[config.mk]
export PLATFORM = sky130hd
export DESIGN_NAME = cordic_ppl_sequencer
export DESIGN_NICKNAME = d
export VERILOG_FILES = /design/src/rtl/cordic_seq_pkg.sv /design/src/rtl/cordic_ppl_sequencer_if.sv /design/src/rtl/cordic_seq_fifo.sv /design/src/rtl/cordic_ppl_sequencer.sv
export SDC_FILE = /design/constraint.sdc
export NUM_CORES = 1
export LEC_CHECK = 0
export CORE_MARGIN = 5
export CORE_UTILIZATION = 45
export CTS_CLUSTER_DIAMETER = 200
export DETAILED_ROUTE_END_ITERATION = 12
export SETUP_SLACK_MARGIN = 0.4
export SLEW_MARGIN = 20
export SYNTH_ARGS = -nofsm -noshare
export SYNTH_HDL_FRONTEND = slang
export SYNTH_SLANG_ARGS = --single-unit
[constraint.sdc]
create_clock -name clock -period 6.9 [get_ports clock]
set_input_delay 1.38 -clock clock [delete_from_list [all_inputs] [get_ports clock]]
set_output_delay 1.38 -clock clock [all_outputs]
set_load 0.01 [all_outputs]
[src/rtl/cordic_seq_pkg.sv]
// Shared constants for the CORDIC pipelined-unit sequencer: opcodes, FSM
// states and the bit that flags a dropped PUSH.
package cordic_seq_pkg;

    typedef enum logic [1:0] {
        OP_PUSH   = 2'd0,
        OP_RUN    = 2'd1,
        OP_STATUS = 2'd2,
        OP_FLUSH  = 2'd3
    } op_e;

    typedef enum logic [2:0] {
        S_IDLE,
        S_ACK,
        S_ISSUE,
        S_DRAIN,
        S_DONE
    } state_e;

    localparam int unsigned OVF_BIT = 31;

    // Result words only ever carry the low six bits of the fill count.
    function automatic logic [31:0] count_word(input logic [6:0] cnt);
        return {26'b0, cnt[5:0]};
    endfunction

endpackage

[src/rtl/cordic_ppl_sequencer_if.sv]
// Sample-buffer bus between the sequencer (master) and its FIFO (slave).
interface cordic_ppl_sequencer_if #(
    parameter int unsigned DEPTH = 16,
    parameter int unsigned CW    = $clog2(DEPTH) + 1
);
    logic          en;
    logic          wr_en;
    logic          rd_en;
    logic          flush;
    logic [31:0]   wr_data;
    logic [31:0]   rd_data;
    logic          full;
    logic          empty;
    logic [CW-1:0] count;

    modport master (output en, wr_en, rd_en, flush, wr_data,
                    input  rd_data, full, empty, count);
    modport slave  (input  en, wr_en, rd_en, flush, wr_data,
                    output rd_data, full, empty, count);
endinterface

[src/rtl/cordic_seq_fifo.sv]
// Sample buffer: synchronous write and pop, head word visible combinationally,
// pointers wrap modulo DEPTH, everything frozen while en is low.
module cordic_seq_fifo #(
    parameter int unsigned DEPTH = 16
) (
    input logic                    clock,
    input logic                    reset,
    cordic_ppl_sequencer_if.slave  bus
);
    localparam int unsigned AW = (DEPTH > 1) ? $clog2(DEPTH) : 1;
    localparam int unsigned CW = $clog2(DEPTH) + 1;

    logic [31:0]   mem_q [DEPTH];
    logic [AW-1:0] wr_ptr_q, wr_ptr_d;
    logic [AW-1:0] rd_ptr_q, rd_ptr_d;
    logic [CW-1:0] count_q, count_d;
    logic          do_wr, do_rd;

    assign do_wr = bus.en && bus.wr_en && !bus.flush && (count_q != CW'(DEPTH));
    assign do_rd = bus.en && bus.rd_en && !bus.flush && (count_q != '0);

    always_comb begin
        wr_ptr_d = wr_ptr_q;
        rd_ptr_d = rd_ptr_q;
        count_d  = count_q;
        if (bus.en && bus.flush) begin
            wr_ptr_d = '0;
            rd_ptr_d = '0;
            count_d  = '0;
        end else begin
            if (do_wr) wr_ptr_d = wr_ptr_q + AW'(1);
            if (do_rd) rd_ptr_d = rd_ptr_q + AW'(1);
            count_d = count_q + CW'(do_wr) - CW'(do_rd);
        end
    end

    always_ff @(posedge clock or negedge reset) begin
        if (!reset) begin
            wr_ptr_q <= '0;
            rd_ptr_q <= '0;
            count_q  <= '0;
        end else begin
            wr_ptr_q <= wr_ptr_d;
            rd_ptr_q <= rd_ptr_d;
            count_q  <= count_d;
        end
    end

    always_ff @(posedge clock) begin
        if (do_wr) mem_q[wr_ptr_q] <= bus.wr_data;
    end

    assign bus.rd_data = mem_q[rd_ptr_q];
    assign bus.full    = (count_q == CW'(DEPTH));
    assign bus.empty   = (count_q == '0);
    assign bus.count   = count_q;

endmodule

[src/rtl/cordic_ppl_sequencer.sv]
// Nios II custom-instruction sequencer: buffers samples, streams them into a
// pipelined function unit and returns the accumulated result.
module cordic_ppl_sequencer
    import cordic_seq_pkg::*;
#(
    parameter int unsigned LATENCY = 17,
    parameter int unsigned DEPTH   = 16
) (
    input  logic        clock,
    input  logic        reset,
    input  logic        clk_en,
    input  logic        start,
    input  logic [1:0]  n,
    input  logic [31:0] dataa,
    input  logic [31:0] datab,
    output logic [31:0] result,
    output logic        done,
    output logic        fu_clk_en,
    output logic        fu_start,
    output logic [31:0] fu_dataa,
    output logic [31:0] fu_datab,
    input  logic [31:0] fu_result
);
    localparam int unsigned CW = $clog2(DEPTH) + 1;

    cordic_ppl_sequencer_if #(.DEPTH(DEPTH)) fifo_bus ();

    cordic_seq_fifo #(.DEPTH(DEPTH)) u_fifo (
        .clock (clock),
        .reset (reset),
        .bus   (fifo_bus.slave)
    );

    state_e             state_q, state_d;
    logic [31:0]        result_q, result_d;
    logic               done_q, done_d;
    logic               fu_start_q, fu_start_d;
    logic               fu_tag_q, fu_tag_d;
    logic [31:0]        fu_dataa_q, fu_dataa_d;
    logic [31:0]        fu_datab_q, fu_datab_d;
    logic [CW-1:0]      remain_q, remain_d;
    logic [LATENCY-1:0] vld_q, vld_d;
    logic [LATENCY-1:0] tag_q, tag_d;
    logic               wr_en_c, rd_en_c, flush_c;
    logic [6:0]         cnt7;
    logic               unused_datab;

    assign unused_datab = ^datab;
    assign cnt7         = 7'(fifo_bus.count);

    assign fifo_bus.en      = clk_en;
    assign fifo_bus.wr_en   = wr_en_c;
    assign fifo_bus.rd_en   = rd_en_c;
    assign fifo_bus.flush   = flush_c;
    assign fifo_bus.wr_data = dataa;

    always_comb begin
        state_d    = state_q;
        result_d   = result_q;
        done_d     = done_q;
        fu_start_d = fu_start_q;
        fu_tag_d   = fu_tag_q;
        fu_dataa_d = fu_dataa_q;
        fu_datab_d = fu_datab_q;
        remain_d   = remain_q;
        vld_d      = vld_q;
        tag_d      = tag_q;
        wr_en_c    = 1'b0;
        rd_en_c    = 1'b0;
        flush_c    = 1'b0;

        if (clk_en) begin
            done_d     = 1'b0;
            fu_start_d = 1'b0;
            fu_tag_d   = 1'b0;
            fu_datab_d = '0;
            // Tokens enter as the FU samples fu_start, so the tagged one leaves
            // the shift register exactly when its accumulated result is valid.
            vld_d = (vld_q << 1) | LATENCY'(fu_start_q);
            tag_d = (tag_q << 1) | LATENCY'(fu_tag_q);

            case (state_q)
                S_IDLE: begin
                    if (start) begin
                        state_d = S_ACK;
                        done_d  = 1'b1;
                        case (op_e'(n))
                            OP_PUSH: begin
                                if (fifo_bus.full) begin
                                    result_d = count_word(cnt7) | (32'd1 << OVF_BIT);
                                end else begin
                                    wr_en_c  = 1'b1;
                                    result_d = 32'(cnt7) + 32'd1;
                                end
                            end
                            OP_STATUS: result_d = count_word(cnt7);
                            OP_FLUSH: begin
                                flush_c  = 1'b1;
                                result_d = '0;
                            end
                            OP_RUN: begin
                                result_d = '0;
                                if (!fifo_bus.empty) begin
                                    state_d    = S_ISSUE;
                                    done_d     = 1'b0;
                                    rd_en_c    = 1'b1;
                                    fu_start_d = 1'b1;
                                    fu_dataa_d = fifo_bus.rd_data;
                                    fu_datab_d = 32'h1;
                                    fu_tag_d   = (fifo_bus.count == CW'(1));
                                    remain_d   = fifo_bus.count - CW'(1);
                                end
                            end
                            default: ;
                        endcase
                    end
                end
                S_ACK: state_d = S_IDLE;
                S_ISSUE: begin
                    if (remain_q != '0) begin
                        rd_en_c    = 1'b1;
                        fu_start_d = 1'b1;
                        fu_dataa_d = fifo_bus.rd_data;
                        fu_tag_d   = (remain_q == CW'(1));
                        remain_d   = remain_q - CW'(1);
                    end else begin
                        state_d = S_DRAIN;
                    end
                end
                S_DRAIN: begin
                    if (vld_q[LATENCY-1] && tag_q[LATENCY-1]) begin
                        result_d = fu_result;
                        done_d   = 1'b1;
                        state_d  = S_DONE;
                    end
                end
                S_DONE:  state_d = S_IDLE;
                default: state_d = S_IDLE;
            endcase
        end
    end

    always_ff @(posedge clock or negedge reset) begin
        if (!reset) begin
            state_q    <= S_IDLE;
            result_q   <= '0;
            done_q     <= 1'b0;
            fu_start_q <= 1'b0;
            fu_tag_q   <= 1'b0;
            fu_dataa_q <= '0;
            fu_datab_q <= '0;
            remain_q   <= '0;
            vld_q      <= '0;
            tag_q      <= '0;
        end else begin
            state_q    <= state_d;
            result_q   <= result_d;
            done_q     <= done_d;
            fu_start_q <= fu_start_d;
            fu_tag_q   <= fu_tag_d;
            fu_dataa_q <= fu_dataa_d;
            fu_datab_q <= fu_datab_d;
            remain_q   <= remain_d;
            vld_q      <= vld_d;
            tag_q      <= tag_d;
        end
    end

    assign result    = result_q;
    assign done      = done_q;
    assign fu_clk_en = clk_en;
    assign fu_start  = fu_start_q;
    assign fu_dataa  = fu_dataa_q;
    assign fu_datab  = fu_datab_q;

endmodule

==> metrics, run 1 <==
R2R cell count 8; vias in the first global route 12700; Worst-path clk slew 0.06 ns; Max Used Layer met5; mean post-synth cell area 19.4 sq um; Hold-fix buffers, CTS 0; CP max FO 39; Setup crit start kind input pin; clock sink count 635; register area share after synthesis 72.7%; Crit Path Category in2reg; status finished, final reports clean; Setup TNS 0 ns; most used cell, CP buf_4; routed length on met2 24.7 mm; placed cells 2168; final setup fails 0; top cells by count, synth edfxtp_1 (512), mux4_2 (128), dfrtp_1 (123); drt drc 0; Worst setup endpoint u_fifo.mem_q[10][28]; period utilisation layout 68.4%; wire length on met3 2.74 mm; CTS buffer count 69; Post-Syn Instances 1310; drt via density 5.37; VDD IR max 0.244 mV; relative slew slack 33.6%; Starting Density 45.2%; crit end category flop; Tot GR Track Use 17.1%; clock root cell clkbuf_16; Yosys reg bits 635; Port Buffer Count 137; Slowest-stage cell, CP nor2_4; RSZ-0062 raised after global routing false; # nets final 1611; CP max stage delay 0.62 ns; Synth Cell Area 25400 sq um; First-pass DRT Iterations 5; Vias 12300; min-delay worst type reg2reg; Leak Pwr 0.0101 uW; CTS resizes 0; max_cap viols 0; Worst R2R End u_fifo.mem_q[10][28]; hpwl dp 29.1 mm; initial antenna violation count 4; WP data arrival 4.96 ns; Async S/R FF share, synth 19.4%; Met1 Wirelength 23.5 mm; share of layout cells above drive strength 1 22.8%; die width 247 um; core box area 56200 sq um; clock skew 0.0270 ns; Ys Warns 0; reg2reg setup slack 2.89 ns; top-area cell type share of the netlist area 60.6%; Area growth syn-to-layout 17.5%; Reg-to-Reg Start u_fifo.bus.count[2]; Pins Over Slew Limit 0; power density cells 347 nW/um^2; worst-path cell chain clkdlybuf4s50_1 -> buf_4 -> nor3b_2 -> buf_4 -> nand3_1 -> inv_1 -> nand3b_1 -> nor2_4 -> buf_4; post-synthesis cell type count 56; gr ovfl total 0; Period minus WS final 4.72 ns; RD Place Congestion 0.747; Final ANT Viol Nets 0; most common cell in the netlist edfxtp_1; global-route wire length before repair 78.7 mm; # IOs 201; Req. time, crit path 7.14 ns; WL/cell 22.8 um; clk_lat worst skew 0.60 ns; EDFF count, synth 512; die height 247 um; Clock Tree Buf Depth 3; Max Fclk 212 MHz; Tightest Pin Transition 0.996 ns; setup bufs post-CTS 0; cell taking the most area after synthesis edfxtp_1; initial drt markers 768; dominant synthesized flop cell edfxtp_1; top post-synthesis cells by area edfxtp_1 (61%), dfrtp_1 (12%), mux4_2 (11%); CTS tree done; largest net degree at the start of global routing 74; Die ar. 61200 sq um; placement row count 87; Non-Filler Instances 2292; Final Hold Fails 0; CTS H-tree depth 3; Crit. Startpoint clk_en; routed wire length 52.2 mm
-- report_power, final --
part	switching [uW]	internal [uW]
clock	1440	2070
combinational	999	1160
sequential	268	4390
total	2710	7620
-- how the worst min path moves through the flow --
stage	start	to	slack (ns)	depth (start not counted)
6_report	result[23]	result[23]	0.48	2
5_1_grt	result[23]	result[23]	0.50	2
4_1_cts	result[23]	result[23]	0.48	2
3_5_place_dp	result[23]	result[23]	0.47	2
3_3_place_gp	result[1]	result[1]	0.46	2
2_1_floorplan	fu_tag_q	fu_tag_q	0.47	1
-- flip-flops by register name, indices dropped and copies added (netlist names) --
| name | cells |
|---|---|
| result | 32 |
| u_fifo.mem_q | 512 |
| state_q | 3 |
| u_fifo.rd_ptr_q | 4 |
| fu_start | 1 |
| u_fifo.bus.count | 5 |
| fu_tag_q | 1 |
| remain_q | 5 |
| fu_datab | 1 |
| done | 1 |
| tag_q | 17 |
| vld_q | 17 |
| fu_dataa | 32 |
| u_fifo.wr_ptr_q | 4 |
-- routing by layer --
metal | GRT usage, % | up-vias
met2 | 27.0 | 299
met4 | 4.80 | 4
met1 | 24.4 | 6434
met5 | 0 | -
li1 | - | 5482
met3 | 3.55 | 88
-- critical path: cells and delay by family --
family / cells / cell delay [ns]
buffers and inverters: 5 / 1.89
and+or+nand+nor: 4 / 1.66
-- cells in the final DEF, fill, tap and decap left out, types with 3 or more instances in the layout --
cell,Yosys,layout
dfrtp_4,0,3
nand2_1,67,67
edfxtp_1,512,512
a22oi_1,3,3
buf_4,32,35
mux4_2,128,128
nand4_1,3,3
clkinv_2,0,4
xnor2_1,5,5
ha_1,24,24
mux2_2,55,55
mux2i_1,101,101
clkinv_1,0,11
a21oi_1,14,14
and2_2,0,8
clkdlybuf4s50_1,0,136
nor2_4,0,4
nand3_1,11,11
clkbuf_8,0,8
clkbuf_16,0,70
dfrtp_1,123,119
and2_1,12,4
nor4_2,0,4
inv_1,20,20
o21ai_0,40,40
clkbuf_1,32,19
nor3_1,4,4
nor3b_1,3,3
bufinv_16,0,3
nor2b_1,3,3
mux2_4,14,14
nand2b_1,4,4
and3_1,3,3
a31oi_1,6,6
and4_1,3,3
conb_1,1,31
nor2_1,13,9
-- stage by stage --
stage          util, %  cell area [sq um]  power [uW]  hold slack (ns)  setup WS [ns]
2_1_floorplan        -              25500        6170            0.474           1.17
3_3_place_gp      49.2              27600        6900            0.463           1.70
3_5_place_dp      49.2              27600        6930            0.469           1.56
4_1_cts           53.0              29800       10500            0.482           2.20
5_1_grt           53.0              29800       10800            0.500           1.93
6_report          53.1              29800       10300            0.475           2.18
-- final cells by class --
class	instances	area, sq um
fillers	4473	26400
flip-flops and latches	635	18500
multi-input cells	585	6490
clock buffers	97	1930
repair buffers	173	1660
well taps	756	946
clock inverters	24	231
inverters	20	75.1
diodes	2	5.00
-- kinds of logic after synthesis --
group / synth area share [%]
DFF: 72.7
adders and majority gates: 1.26
buffers and inverters: 2.43
other: 0.0148
xor gates and xnor gates: 0.207
AOI/OAI and AO/OA: 2.02
and+or+nand+nor: 2.71
muxes: 18.6
Power figures use the tool's default switching activity.
==> run 2, diff against run 1 <==
Settings changed: PLACE_DENSITY set to 0.67.
Clock period 6.9 ns to 4.2 ns, I/O delays scaled along.
==> run 2 against run 1 <==
Compared with the run above:
- global-route usage decreased by 0.25 points
- highest routed layer unchanged
- critical endpoint is now u_fifo.bus.count[4]
- power rose by 67%
- largest cell class unchanged
- design area is 1.2% higher
- count of clock-buffer cells in the layout grew 3
- clock skew up 0.0033 ns
- routed wire length fell by 1.7%
- first-iteration DRC count rose by 2.5%
- critical path type is now reg2reg
==> metrics, run 2 (synthesis results as in run 1) <==
max FFs per register 512; # nets final 1621; Clock Tree Buf Depth 3; period utilisation layout 78.5%; Max Fclk 303 MHz; RD Place Congestion 0.765; Setup crit start kind flop; CTS buffer count 67; CP max stage delay 0.49 ns; die height 247 um; power density cells 571 nW/um^2; clock skew 0.0303 ns; RSZ-0062 raised after global routing false; Slowest-stage cell, CP dfrtp_1; R2R cell count 14; initial antenna violation count 4; cell family with most CP delay adder cells; Final Hold Fails 0; reg2reg setup slack 0.90 ns; drt drc 0; Setup TNS 0 ns; clock sink count 635; Tightest Pin Transition 1.05 ns; Req. time, crit path 4.64 ns; final setup fails 0; Starting Density 45.2%; relative slew slack 30.1%; Biggest register u_fifo.mem_q; First-pass DRT Iterations 4; # IOs 201; Final ANT Viol Nets 0; Levels on crit path 14; placement row count 87; VDD IR max 0.368 mV; Vias 12400; clock root cell clkbuf_16; setup bufs post-CTS 0; status finished, final reports clean; core box area 56200 sq um; Leak Pwr 0.0103 uW; WP data arrival 3.74 ns; clk_lat worst skew 0.60 ns; most common cell after layout, fill and taps aside edfxtp_1; Bufs and invs on worst path 3; Port Buffer Count 137; worst-path cell chain inv_1 -> ha_1 -> nand3b_1 -> a32o_1 -> and2_1 -> ha_1 -> inv_1 -> ha_1 -> inv_1 -> fa_1 -> o21bai_1 -> a21oi_1 -> xnor2_1 -> nor2_1; routed wire length 51.3 mm; gr ovfl total 0; CTS resizes 0; Pins Over Slew Limit 0; Worst-path clk slew 0.06 ns; CTS H-tree depth 3; Hold-fix buffers, CTS 0; min-delay worst type in2async; Area growth syn-to-layout 18.9%; drt via density 5.38; vias in the first global route 13200; Tot Pwr 17200 uW; Crit Path Category reg2reg; hpwl dp 29.9 mm; most frequent cells in the layout edfxtp_1 (512), clkdlybuf4s50_1 (136), mux4_2 (128); Tot GR Track Use 16.8%; CTS tree done; max_cap viols 0; CP max FO 7; global-route wire length before repair 78.3 mm; die width 247 um; initial drt markers 787; Die ar. 61200 sq um; share of layout cells above drive strength 1 23.9%; Period minus WS final 3.30 ns; largest net degree at the start of global routing 68; WL/cell 22.3 um; crit end category flop
-- run 2: changes by cell type in the layout (fill, tap and decap cells not counted), moves of 3 or more --
cell and delta:
clkinv_2 +5, nor4_4 +4, nor4_2 -4, buf_12 +10, clkinv_1 -6, clkbuf_8 +3
-- run 2: area by class of cell --
type	instances	area [sq um]
fillers	4442	26000
flip-flops and latches	635	18500
multi-input cells	585	6530
clock buffers	100	2000
repair buffers	185	1890
well taps	756	946
clock inverters	23	255
inverters	20	75.1
diodes	1	2.50
-- run 2: routing by layer --
metal | vias to the layer above | part of all wire (%) | GRT usage (%)
li1 | 5501 | - | -
met1 | 6462 | 44 | 23.3
met2 | 330 | 48 | 27.6
met3 | 91 | 5.4 | 3.56
met4 | 6 | 2.0 | 4.18
met5 | - | 0.072 | 0
-- run 2: report_power, final --
part / switching (uW) / internal, uW / total (uW)
logic: 1600 / 1950 / 3560
registers: 532 / 7210 / 7740
clock network: 2360 / 3550 / 5920
-- run 2: path summary, 6_finish.rpt --
path                                     start                  end
max                        u_fifo.bus.count[0]  u_fifo.bus.count[4]
min                                      reset             vld_q[9]
max reg2reg                u_fifo.bus.count[0]  u_fifo.bus.count[4]
min reg2reg                          result[6]            result[6]
max in group asynchronous                reset         fu_dataa[19]
min in group clock                   result[6]            result[6]
-- run 2: stage by stage --
step / utilization [%] / instances / hold slack, ns / setup slack, ns / cell area [sq um]
floorplan: - / 1340 / 0.474 / 0.324 / 25500
global placement: 49.6 / 2180 / 0.462 / 0.458 / 27900
detailed placement: 49.6 / 2180 / 0.470 / 0.502 / 27900
CTS: 53.6 / 2303 / 0.281 / 0.948 / 30100
global route: 53.7 / 2304 / 0.319 / 0.724 / 30200
finish: 53.7 / 2305 / 0.276 / 0.903 / 30200
==> run 3, diff against run 2 <==
Clock period 4.2 ns to 2.9 ns, I/O delays scaled along.
==> run 3 against run 2 <==
Compared with the run above:
- clock power up 46%
- maximum frequency increased by 18%
- cell count grew 2.2%
- setup slack worse by 0.79 ns
- design area increased by 3.0%
- count of clock-buffer cells in the layout down 15
- routed wire length up 2.6%
- sequential share of layout area shrank 1.8 points
- sequential power is 43% higher
- critical path depth unchanged
- hold slack improved by 0.20 ns
- via count is 1.8% higher
- highest routed layer unchanged
==> metrics, run 3 (synthesis results as in run 1) <==
max_cap viols 0; Crit Path Category reg2reg; CP max FO 3; R2R cell count 14; crit end category flop; Fin Hold WS 0.477 ns; relative slew slack 50.3%; core box area 56200 sq um; vias in the first global route 13200; Req. time, crit path 3.38 ns; WP data arrival 3.27 ns; Final ANT Viol Nets 0; clock root cell clkbuf_16; global-route wire length before repair 79.4 mm; share of layout cells above drive strength 1 28.0%; Tightest Pin Transition 0.746 ns; Final WS setup 0.112 ns; routed wire length 52.6 mm; die height 247 um; Starting Density 45.2%; VDD IR max 0.543 mV; Area growth syn-to-layout 22.4%; drt drc 0; CTS tree done; Worst-path clk slew 0.06 ns; Period minus WS final 2.79 ns; RSZ-0062 raised after global routing true; design area 31100 sq um; status finished, final reports clean; # IOs 201; min-delay worst type reg2reg; WL/cell 22.4 um; Pins Over Slew Limit 0; final setup fails 0; placement row count 87; clk_lat worst skew 0.59 ns; CTS buffer count 67; RD Place Congestion 0.753; drt via density 5.35; Die ar. 61200 sq um; most common cell after layout, fill and taps aside edfxtp_1; Setup TNS 0 ns; Final Hold Fails 0; Port Buffer Count 137; clock skew 0.0196 ns; Setup crit start kind flop; Post-DP Area 28600 sq um; First-pass DRT Iterations 5; die width 247 um; clock sink count 635; CP max stage delay 0.45 ns; diode count 0; initial antenna violation count 2; Slowest-stage cell, CP or4b_4; DP Worst Slack -0.0330 ns; # nets final 1672; Max Fclk 359 MHz; period utilisation layout 96.2%; Vias 12600; gr ovfl total 0; Tot GR Track Use 17.1%; hpwl dp 31.7 mm; initial drt markers 987; worst-path cell chain inv_2 -> ha_4 -> or4b_4 -> a32o_2 -> and2_4 -> ha_4 -> inv_2 -> ha_4 -> inv_2 -> fa_2 -> o21bai_1 -> a21oi_1 -> xnor2_1 -> nor2_1; FILL cells 4297; Clock Tree Buf Depth 3; max FFs per register 512; Biggest register u_fifo.mem_q; hold path depth 2; CTS H-tree depth 3; largest net degree at the start of global routing 58; most frequent cells in the layout edfxtp_1 (512), clkdlybuf4s50_1 (135), mux4_2 (128); Leak Pwr 0.0107 uW; power density cells 819 nW/um^2
## run 3: metal layers
layer | routed length [um] | share of wire (%) | GRT usage, % | up-vias
met4 | 819 | 1.6 | 4.32 | 4
met1 | 23100 | 44 | 23.8 | 6621
met2 | 25800 | 49 | 28.0 | 325
li1 | - | - | - | 5599
met5 | 25 | 0.047 | 0 | -
met3 | 2840 | 5.4 | 3.36 | 62
## run 3: repair_timing
item                                    CTS  global route
pin swaps                                 4             5
gates cloned                              1             3
endpoints found under the hold margin    54             0
setup buffers                             2             2
gates resized for setup                   4            13
hold buffers                              1             0
endpoints found under the setup margin    4           177
## run 3: layout make-up
class,instances,area [sq um],share of cell area [%]
inverter,20,78.8,0.254
tap,756,946,3.05
clock inverter,38,422,1.36
clock buffer,85,1820,5.85
timing repair buffer,236,2690,8.65
multi-input combinational,585,6640,21.4
sequential,635,18500,59.5
## run 3: power breakdown
| part | internal [uW] | switching [uW] | total (uW) |
|---|---|---|---|
| clock | 5130 | 3520 | 8650 |
| combinational | 3150 | 2560 | 5710 |
| sequential | 10400 | 616 | 11100 |
| total | 18700 | 6710 | 25400 |
## run 3: worst max-delay path: cells and delay by family (launching register included)
family | cells | cell delay [ns]
and+or+nand+nor | 3 | 0.65
xor gates and xnor gates | 1 | 0.14
adders and majority gates | 4 | 0.81
DFF | 1 | 0.38
buffers and inverters | 3 | 0.18
AOI/OAI and AO/OA | 3 | 0.51
## run 3: final timing paths
kind / from / end / slack [ns]
setup / recovery: remain_q[0] / u_fifo.bus.count[4] / 0.11
min in group asynchronous: reset / vld_q[8] / 0.51
hold reg to reg: result[10] / result[10] / 0.48
max in group asynchronous: reset / result[21] / 1.61
setup reg to reg: remain_q[0] / u_fifo.bus.count[4] / 0.11
hold / removal: result[10] / result[10] / 0.48
## run 3: through the flow
stage	total power [uW]	utilization (%)	instances
floorplan	14800	-	1340
global placement	16800	50.9	2223
detailed placement	17000	50.9	2223
CTS	25700	55.0	2350
global route	26600	55.3	2355
finish	25400	55.3	2355
